**src/rtl/mem_access_ctrl.sv**
```systemverilog
// mem_access_ctrl
// Data-memory access controller for the MIPS core. It steers each CPU
// load/store to the internal synchronous RAM (0x500-0x8FF) or to the
// external req/ack bus. The CPU sees one Ready pulse per access. Fault
// accompanies Ready when an external access timed out.
//
// Ports
//   CLK, Reset           clock, asynchronous active-high reset
//   Address/WData/We/Req CPU request, held while Req is high
//   CS_n                 decoder select, 0 = internal RAM, 1 = external bus
//   RData/Ready/Fault    registered completion signals to the CPU
//   Stall                Req & ~Ready, combinational
//   RamAddr/RamWe/RamWData/RamRData   internal synchronous RAM port
//   ExtReq/ExtWe/ExtAddr/ExtWData/ExtRData/ExtAck   external bus handshake
module mem_access_ctrl #(
    parameter int          DATA_W      = 32,
    parameter logic [15:0] RAM_BASE    = 16'h0500,
    parameter int          EXT_TIMEOUT = 15
) (
    input  logic              CLK,
    input  logic              Reset,
    input  logic [15:0]       Address,
    input  logic [DATA_W-1:0] WData,
    input  logic              We,
    input  logic              Req,
    input  logic              CS_n,
    output logic [DATA_W-1:0] RData,
    output logic              Ready,
    output logic              Fault,
    output logic              Stall,
    output logic [9:0]        RamAddr,
    output logic              RamWe,
    output logic [DATA_W-1:0] RamWData,
    input  logic [DATA_W-1:0] RamRData,
    output logic              ExtReq,
    output logic              ExtWe,
    output logic [15:0]       ExtAddr,
    output logic [DATA_W-1:0] ExtWData,
    input  logic [DATA_W-1:0] ExtRData,
    input  logic              ExtAck
);

    localparam int             CNT_W    = $clog2(EXT_TIMEOUT + 1);
    // Count value seen during the last permitted ExtReq cycle.
    localparam logic [CNT_W-1:0] CNT_LAST = CNT_W'(EXT_TIMEOUT - 1);

    typedef enum logic [2:0] {
        S_IDLE,
        S_INT_ADDR,
        S_INT_DATA,
        S_EXT_WAIT,
        S_DONE
    } state_t;

    state_t             state_q;
    logic [CNT_W-1:0]   cnt_q;
    logic               we_q;
    logic [DATA_W-1:0]  rdata_q;
    logic               ready_q;
    logic               fault_q;
    logic [9:0]         ram_addr_q;
    logic               ram_we_q;
    logic [DATA_W-1:0]  ram_wdata_q;
    logic               ext_req_q;
    logic               ext_we_q;
    logic [15:0]        ext_addr_q;
    logic [DATA_W-1:0]  ext_wdata_q;

    // Only the low 10 bits of the offset matter; subtracting the low bits
    // alone gives the same index modulo 1024.
    logic [9:0] ram_idx_d;
    assign ram_idx_d = Address[9:0] - RAM_BASE[9:0];

    always_ff @(posedge CLK or posedge Reset) begin
        if (Reset) begin
            state_q     <= S_IDLE;
            cnt_q       <= '0;
            we_q        <= 1'b0;
            rdata_q     <= '0;
            ready_q     <= 1'b0;
            fault_q     <= 1'b0;
            ram_addr_q  <= '0;
            ram_we_q    <= 1'b0;
            ram_wdata_q <= '0;
            ext_req_q   <= 1'b0;
            ext_we_q    <= 1'b0;
            ext_addr_q  <= '0;
            ext_wdata_q <= '0;
        end else begin
            // The RAM write strobe lives for the INT_ADDR cycle only.
            ram_we_q <= 1'b0;
            case (state_q)
                S_IDLE: begin
                    if (Req) begin
                        we_q  <= We;
                        cnt_q <= '0;
                        // Routing is decided here once; CS_n is not looked at again.
                        if (!CS_n) begin
                            ram_addr_q  <= ram_idx_d;
                            ram_we_q    <= We;
                            ram_wdata_q <= WData;
                            state_q     <= S_INT_ADDR;
                        end else begin
                            ext_req_q   <= 1'b1;
                            ext_we_q    <= We;
                            ext_addr_q  <= Address;
                            ext_wdata_q <= WData;
                            state_q     <= S_EXT_WAIT;
                        end
                    end
                end
                S_INT_ADDR: begin
                    state_q <= S_INT_DATA;
                end
                S_INT_DATA: begin
                    // RAM read data is valid one cycle after the address.
                    if (!we_q) begin
                        rdata_q <= RamRData;
                    end
                    ready_q <= 1'b1;
                    fault_q <= 1'b0;
                    state_q <= S_DONE;
                end
                S_EXT_WAIT: begin
                    cnt_q <= cnt_q + CNT_W'(1);
                    // Ack wins over timeout when both land in the same cycle.
                    if (ExtAck) begin
                        if (!we_q) begin
                            rdata_q <= ExtRData;
                        end
                        ext_req_q <= 1'b0;
                        ext_we_q  <= 1'b0;
                        ready_q   <= 1'b1;
                        fault_q   <= 1'b0;
                        state_q   <= S_DONE;
                    end else if (cnt_q == CNT_LAST) begin
                        // A timed-out store is dropped; a timed-out load returns zero.
                        if (!we_q) begin
                            rdata_q <= '0;
                        end
                        ext_req_q <= 1'b0;
                        ext_we_q  <= 1'b0;
                        ready_q   <= 1'b1;
                        fault_q   <= 1'b1;
                        state_q   <= S_DONE;
                    end
                end
                S_DONE: begin
                    // Req and ExtAck are ignored here, so no access starts in DONE.
                    ready_q <= 1'b0;
                    fault_q <= 1'b0;
                    state_q <= S_IDLE;
                end
                default: begin
                    state_q <= S_IDLE;
                end
            endcase
        end
    end

    assign RData    = rdata_q;
    assign Ready    = ready_q;
    assign Fault    = fault_q;
    assign Stall    = Req & ~ready_q;
    assign RamAddr  = ram_addr_q;
    assign RamWe    = ram_we_q;
    assign RamWData = ram_wdata_q;
    assign ExtReq   = ext_req_q;
    assign ExtWe    = ext_we_q;
    assign ExtAddr  = ext_addr_q;
    assign ExtWData = ext_wdata_q;

endmodule

```
**config.mk**
```make
export PLATFORM = sky130hd
export DESIGN_NAME = mem_access_ctrl
export DESIGN_NICKNAME = d
export VERILOG_FILES = /design/src/rtl/mem_access_ctrl.sv
export SDC_FILE = /design/constraint.sdc
export NUM_CORES = 1
export LEC_CHECK = 0
export BUFFER_PORTS_ARGS = -buffer_cell sky130_fd_sc_hd__clkbuf_2
export CORE_UTILIZATION = 40
export DETAILED_ROUTE_END_ITERATION = 8
export PLACE_DENSITY = 0.72
export SLEW_MARGIN = 10
export SYNTH_ARGS = -nofsm -noshare
export SYNTH_HDL_FRONTEND = slang
export SYNTH_SLANG_ARGS = --single-unit
```
**constraint.sdc**
```tcl
create_clock -name CLK -period 10.8 [get_ports CLK]
set_input_delay 1.62 -clock CLK [delete_from_list [all_inputs] [get_ports CLK]]
set_output_delay 1.62 -clock CLK [all_outputs]
set_load 0.01 [all_outputs]
```
==> flow_metrics.py, run 1 <==
metrics = {
    "run_status": {
        "status": "complete, no violations",
    },
    "routing": {
        "drt_iter0_drc": 136,
        "vias": 4163,
        "dr_wl_met2_um": 6561,
        "firstDrtPassIters": 4,
        "wl_per_cell_um": 14.99,
        "met3WireLength_um": 1157,
        "ant_nets": 0,
        "wl_met1_um": 5067,
        "drt-total-wl_um": 13040,
        "route.detailed.drc": 0,
        "highest_layer": "met4",
        "vias_per_cell": 4.785,
    },
    "yosys": {
        "synthCells": 432,
        "synth_commonest_cells": "dfrtp_1, mux2_2, mux2_1",
        "synthFlopType": "dfrtp_1",
        "async_flop_share_pct": 100.0,
        "synth.avg_cell_area_um2": 13.62,
        "ys_warn_count": 0,
        "ys_seq_area_share_pct": 57.40,
        "ys_types": 35,
        "synth_top_cell_by_area": "dfrtp_1",
        "syn_area_um2": 5886,
        "synth-seq-cells": 135,
        "yosysMostFrequentCell": "dfrtp_1",
        "synth_area_leaders": "dfrtp_1, mux2_2, mux2_1",
        "synth_top_area_share_pct": 57.40,
        "postSynthNetCount": 552,
        "synth_edf_count": 0,
    },
    "worst_setup_path": {
        "startpoint_type": "input port",
        "worst_setup_path_end_kind": "primary output",
        "cpPeakStageDelay_ns": 0.15,
        "cp.required_ns": 9.18,
        "worst-path-buf-inv": 2,
        "cp_slowest_cell": "nor2b_1",
        "cp_cell_sequence": "clkbuf_2, nor2b_1, clkbuf_2",
        "worst_path_most_repeated_cell": "clkbuf_2",
        "worstPathArrival_ns": 2.04,
        "crit_family": "buffers and inverters",
        "worstPathMaxFanout": 5,
        "critPathKind": "input port to primary output",
    },
    "cells_and_area": {
        "fillers": 1230,
        "drive_gt1_share_pct": 53.41,
        "final_nets": 796,
        "area_delta_synth_final_pct": 32.12,
        "post-route-cell-area_um2": 7776,
    },
    "power": {
        "ir_drop_mv": 0.1488,
        "power_per_cell_area_nw_per_um2": 292.6,
        "p_leak_uw": 0.003898,
    },
    "clock_network": {
        "cts_sinks": 135,
        "clockBufferDepth": 2,
        "clk_pin_slew_ns": 0.05,
        "hold_buffers": 0,
        "insertion_delay_ns": 0.42,
        "cts_made_buffers": 17,
        "cts-root-buf": "clkbuf_16",
        "ctsResizeCount": 0,
        "post_cts_buffers": 0,
        "h-tree-depth": 4,
        "cts_tree": "built",
    },
    "global_routing": {
        "grt_use_total_pct": 17.71,
        "grt_max_degree": 82,
        "grt_pass1_wl_um": 20240,
        "grt_pass1_vias": 4325,
        "grt_antenna_before_repair": 1,
        "grt_overflow": 0,
    },
    "floorplan": {
        "core_area_um2": 14100,
        "start_util_pct": 41.75,
        "die-area_um2": 15200,
        "die_w_um": 123.3,
        "die_h_um": 123.3,
        "rows": 43,
        "ios": 246,
    },
    "flow_run": {
        "drv_cap": 0,
    },
    "timing": {
        "clock_skew_ns": 0.007287,
        "rsz0062_at_grt": "no",
        "finalSetupViolCount": 0,
        "fin_setup_tns_ns": 0,
        "tightest_slew_ns": 1.010,
        "period_needed_ns": 3.659,
        "maxSlewHeadroom_pct": 32.67,
        "hold_violations": 0,
        "fmax_mhz": 273.3,
        "slew_violations": 0,
        "fin_crit_sh_pct": 33.88,
        "setup_ws_ns": 7.141,
    },
    "placed_design": {
        "port_buffers": 245,
        "dp_hpwl_um": 9649,
        "placed_cell_area_um2": 7209,
        "place_ws_ns": 7.139,
        "gp_congestion": 0.7383,
    },
    "min_path": {
        "hold_path.class": "register to register",
    },
}
-- state kept, by name, indices dropped and copies added, names as in the netlist --
register / flops
state_q: 3
RData: 32
cnt_q: 4
we_q: 1
Fault: 1
ExtAddr: 16
ExtWData: 32
ExtReq: 1
RamWe: 1
ExtWe: 1
RamAddr: 10
Ready: 1
RamWData: 32
-- per-stage QoR --
step | std cells | utilization, % | hold WS (ns) | total power (uW)
2_1_floorplan | 432 | - | 0.5023 | 1400
3_3_place_gp | 837 | 51.14 | 0.4671 | 1714
3_5_place_dp | 837 | 51.14 | 0.4735 | 1758
4_1_cts | 869 | 55.15 | 0.4856 | 2309
5_1_grt | 869 | 55.15 | 0.5048 | 2421
6_report | 870 | 55.17 | 0.4814 | 2275
-- report_power, final --
part	internal (uW)	switching, uW	leakage (uW)
sequential	758	147	0.00161
combinational	429	398	0.00201
clock	340	203	0.000273
-- per-layer routing --
metal  global-route usage [%]  vias to the layer above
li1                         -                     1959
met1                    18.86                     2017
met2                    30.59                      164
met3                    7.518                       23
met4                    7.530                        0
met5                        0                        -
-- worst register-to-register path, delay by kind of cell (launching register included) --
kind	cells	cell delay, ns
simple gates	2	0.67
flops	1	0.50
buf+inv	1	0.49
mux	1	0.45
-- logic make-up (layout without fill, tap and decap cells) --
logic type                 count (synthesis)  in the layout  share of synthesized area (%)
muxes                                    155            155                          29.53
DFF                                      135            135                          57.40
buffers and inverters                     62            319                          5.463
and+or+nand+nor                           57             57                          4.890
AOI/OAI and AO/OA                         20             20                          2.147
adders and majority gates                  2              2                         0.4251
xor gates and xnor gates                   1              1                         0.1488
other                                      0              1                              0
-- worst paths after layout --
kind | startpoint | endpoint | slack, ns | cells past startpoint
worst min register to register | RamWData[30] | RamWData[30] | 0.48 | 1
min in group asynchronous | Reset | ExtAddr[12] | 1.24 | 2
worst min-delay path | RamWData[30] | RamWData[30] | 0.48 | 1
worst max-delay path | Req | Stall | 7.14 | 3
max in group asynchronous | Reset | ExtWData[8] | 8.15 | 3
worst max register to register | state_q[0] | RamWData[31] | 8.58 | 4
-- area by class of cell --
cell class | instances | area [um^2] | area share, %
Multi-Input combinational cell | 235 | 2202 | 28.32
Clock inverter | 7 | 68.82 | 0.8850
Sequential cell | 135 | 3378 | 43.44
Timing Repair Buffer | 249 | 1256 | 16.15
Tap cell | 180 | 225.2 | 2.896
Clock buffer | 25 | 495.5 | 6.372
Inverter | 38 | 147.6 | 1.899
Antenna cell | 1 | 2.502 | 0.03218
-- cell usage in the layout (no fill, tap or decap), types with 2 or more instances in the layout --
cell type	synthesis	layout
and2_1	2	2
clkbuf_1	4	4
clkbuf_16	0	17
o21ai_0	5	5
dfrtp_1	135	135
clkbuf_2	0	245
clkinv_2	0	3
a21oi_1	7	7
mux2i_1	33	33
nand2b_1	2	2
mux2_4	9	9
clkinvlp_4	0	2
nor2b_1	3	2
nand3_1	6	6
buf_4	8	4
ha_1	2	2
inv_1	38	37
nand2_1	36	36
clkbuf_8	0	4
mux2_2	74	74
mux2_1	39	39
(Power assumes the default switching activity.)
==> inputs of run 2 (changes only) <==
ABC_AREA = 1   (was default)
PLACE_DENSITY = 0.75   (was 0.72)
clock period = 3 ns   (was 10.8 ns; I/O delays follow)
==> run 2 against run 1 <==
  * Wire length increased by 9.2%
  * Highest routed layer unchanged
  * Global-route usage increased by 1.7 points
  * First-iteration DRC count increased by 52%
  * Sequential power increased to 3.5 times the previous value
  * Critical endpoint is now RData[29]
  * Flip-flop and latch count unchanged
  * Non-clock buffer count increased by 4
  * Core utilization decreased by 0.45 points
==> flow_metrics.py, run 2 <==
metrics = {
    "run_status": {
        "status": "complete, no violations",
    },
    "yosys": {
        "syn_area_um2": 5794,
        "synth_edf_count": 0,
        "postSynthNetCount": 779,
        "synth_top_area_share_pct": 58.30,
        "synth_top_cell_by_area": "dfrtp_1",
        "synth-seq-cells": 135,
        "async_flop_share_pct": 100.0,
        "synth.avg_cell_area_um2": 8.793,
        "synthFlopType": "dfrtp_1",
        "yosysMostFrequentCell": "nand2_1",
        "ys_warn_count": 0,
        "synth_area_leaders": "dfrtp_1, nand2_1, nand3_1",
        "synthCells": 659,
        "synth_commonest_cells": "nand2_1, dfrtp_1, nand3_1",
        "ys_types": 27,
        "ys_seq_area_share_pct": 58.30,
    },
    "worst_setup_path": {
        "worstReg2RegStart": "state_q[1]",
        "worst_setup_path_end_kind": "register",
        "cp.required_ns": 3.30,
        "reg2reg_depth": 8,
        "r2r_end": "RData[29]",
        "worstPathArrival_ns": 2.27,
        "startpoint_type": "register",
        "critPathKind": "register to register",
        "r2r_setup_slack_ns": 1.02,
        "worstPathMaxFanout": 33,
    },
    "power": {
        "clkPwrFrac_pct": 25.2,
        "seq_power_share_pct": 39.1,
        "power_per_cell_area_nw_per_um2": 1051,
        "ir_drop_mv": 0.5357,
        "power_uw": 8041,
        "switching_share_pct": 37.90,
        "power_switching_uw": 3047,
        "pwr-share-comb_pct": 35.7,
        "internal_power_uw": 4993,
        "p_leak_uw": 0.004381,
    },
    "timing": {
        "tightest_slew_ns": 0.8504,
        "rsz0062_at_grt": "no",
        "clock_skew_ns": 0.008921,
        "hold_violations": 0,
        "maxSlewHeadroom_pct": 43.31,
        "fin_setup_tns_ns": 0,
        "fmax_mhz": 505.3,
        "slew_violations": 0,
        "finalSetupViolCount": 0,
        "period_needed_ns": 1.979,
        "fin_crit_sh_pct": 65.97,
    },
    "global_routing": {
        "grt_max_degree": 90,
        "grt_use_total_pct": 19.45,
        "grt_overflow": 0,
        "grt_antenna_before_repair": 0,
        "grt_pass1_wl_um": 22530,
        "grt_pass1_vias": 4833,
    },
    "clock_network": {
        "cts_tree": "built",
        "hold_buffers": 0,
        "clk_pin_slew_ns": 0.06,
        "ctsResizeCount": 0,
        "insertion_delay_ns": 0.41,
        "cts_sinks": 135,
        "cts_made_buffers": 17,
        "post_cts_buffers": 0,
        "h-tree-depth": 4,
        "clockBufferDepth": 2,
        "cts-root-buf": "clkbuf_16",
    },
    "cells_and_area": {
        "diodes": 0,
        "drive_gt1_share_pct": 33.08,
        "final_cell_mix": "clkbuf_2, nand2_1, dfrtp_1",
        "fillers": 1306,
        "final_nets": 1011,
        "layout_commonest_cell": "clkbuf_2",
        "area_delta_synth_final_pct": 32.09,
    },
    "routing": {
        "wl_per_cell_um": 13.14,
        "route.detailed.drc": 0,
        "vias": 5128,
        "drt_iter0_drc": 207,
        "firstDrtPassIters": 4,
        "vias_per_cell": 4.731,
        "drt-total-wl_um": 14240,
        "ant_nets": 0,
    },
    "floorplan": {
        "die-area_um2": 14970,
        "ios": 246,
        "start_util_pct": 41.42,
        "core_area_um2": 13990,
        "die_h_um": 122.4,
        "die_w_um": 122.4,
        "rows": 43,
    },
    "placed_design": {
        "dp_hpwl_um": 10180,
        "gp_congestion": 0.8111,
        "port_buffers": 245,
    },
    "min_path": {
        "hold_path.class": "input port to async pin",
    },
    "flow_run": {
        "drv_cap": 0,
    },
}
run 2: cell count changes in the layout (fill, tap and decap cells not counted), sizes merged, moves of 6 or more:
cell,previous run,this run
a21oi,7,0
clkbuf,270,264
inv,38,55
mux2,122,0
mux2i,33,0
nand2,37,240
nand3,6,85
nor2,1,10
o21ai,5,89
run 2: per-stage QoR:
| stage | hold slack (ns) | setup slack [ns] | util [%] | area (um^2) | std cells |
|---|---|---|---|---|---|
| after CTS | 0.1153 | 0.9947 | 54.71 | 7654 | 1084 |
| after global routing | 0.1443 | 0.8013 | 54.71 | 7654 | 1084 |
| after global placement | 0.4544 | 1.129 | 50.57 | 7074 | 1052 |
| after detailed placement | 0.4614 | 1.013 | 50.57 | 7074 | 1052 |
| final | 0.1078 | 1.021 | 54.71 | 7654 | 1084 |
| after floorplan | 0.5054 | 0.8708 | - | 5798 | 659 |
run 2: power groups by stage:
stage | sequential, uW | combinational, uW | clock [uW]
floorplan | 3470 | 1400 | 0
global placement | 3130 | 2810 | 0
detailed placement | 3140 | 2920 | 0
CTS | 3140 | 2920 | 2070
global route | 3240 | 3240 | 2150
finish | 3140 | 2870 | 2020
run 2: per-layer routing:
| metal | routed length, um | global-route usage (%) | part of all wire, % | vias to the layer above |
|---|---|---|---|---|
| li1 | - | - | - | 2565 |
| met1 | 5954 | 22.95 | 42 | 2366 |
| met2 | 6788 | 31.78 | 48 | 183 |
| met3 | 1334 | 7.946 | 9.4 | 14 |
| met4 | 164 | 7.088 | 1.2 | 0 |
| met5 | 0 | 0 | 0 | - |
run 2: cell type report:
| class | count | area [um^2] | share of cell area [%] |
|---|---|---|---|
| Clock inverter | 13 | 146.4 | 1.913 |
| Clock buffer | 19 | 432.9 | 5.656 |
| Multi-Input combinational cell | 433 | 1949 | 25.47 |
| Tap cell | 180 | 225.2 | 2.943 |
| Sequential cell | 135 | 3378 | 44.14 |
| Timing Repair Buffer | 253 | 1324 | 17.30 |
| Inverter | 51 | 197.7 | 2.583 |
run 2: worst max path at each step:
| stage | slack, ns | endpoint | from |
|---|---|---|---|
| after floorplan | 0.87 | ExtAddr[0] | Reset |
| after global placement | 1.13 | RData[28] | state_q[1] |
| after detailed placement | 1.01 | RData[27] | state_q[1] |
| after CTS | 0.99 | RData[27] | state_q[1] |
| after global routing | 0.80 | ExtWData[20] | state_q[0] |
| final | 1.02 | RData[29] | state_q[1] |
run 2: cells by family after synthesis:
family,count (synthesis),synth area share (%)
xor gates and xnor gates,3,0.4535
DFF,135,58.30
buffers and inverters,91,8.054
and+or+nand+nor,337,24.75
adders and majority gates,2,0.4318
AOI/OAI and AO/OA,91,8.011
run 2: critical path, cell delays in order, from the launching register on:
cell and delay (ns):
dfrtp_1 0.44, inv_1 0.10, nor2_2 0.13, inv_1 0.10, nor2_4 0.08, buf_4 0.32, nand2_2 0.43, nand2_1 0.19
nand2_1 0.08
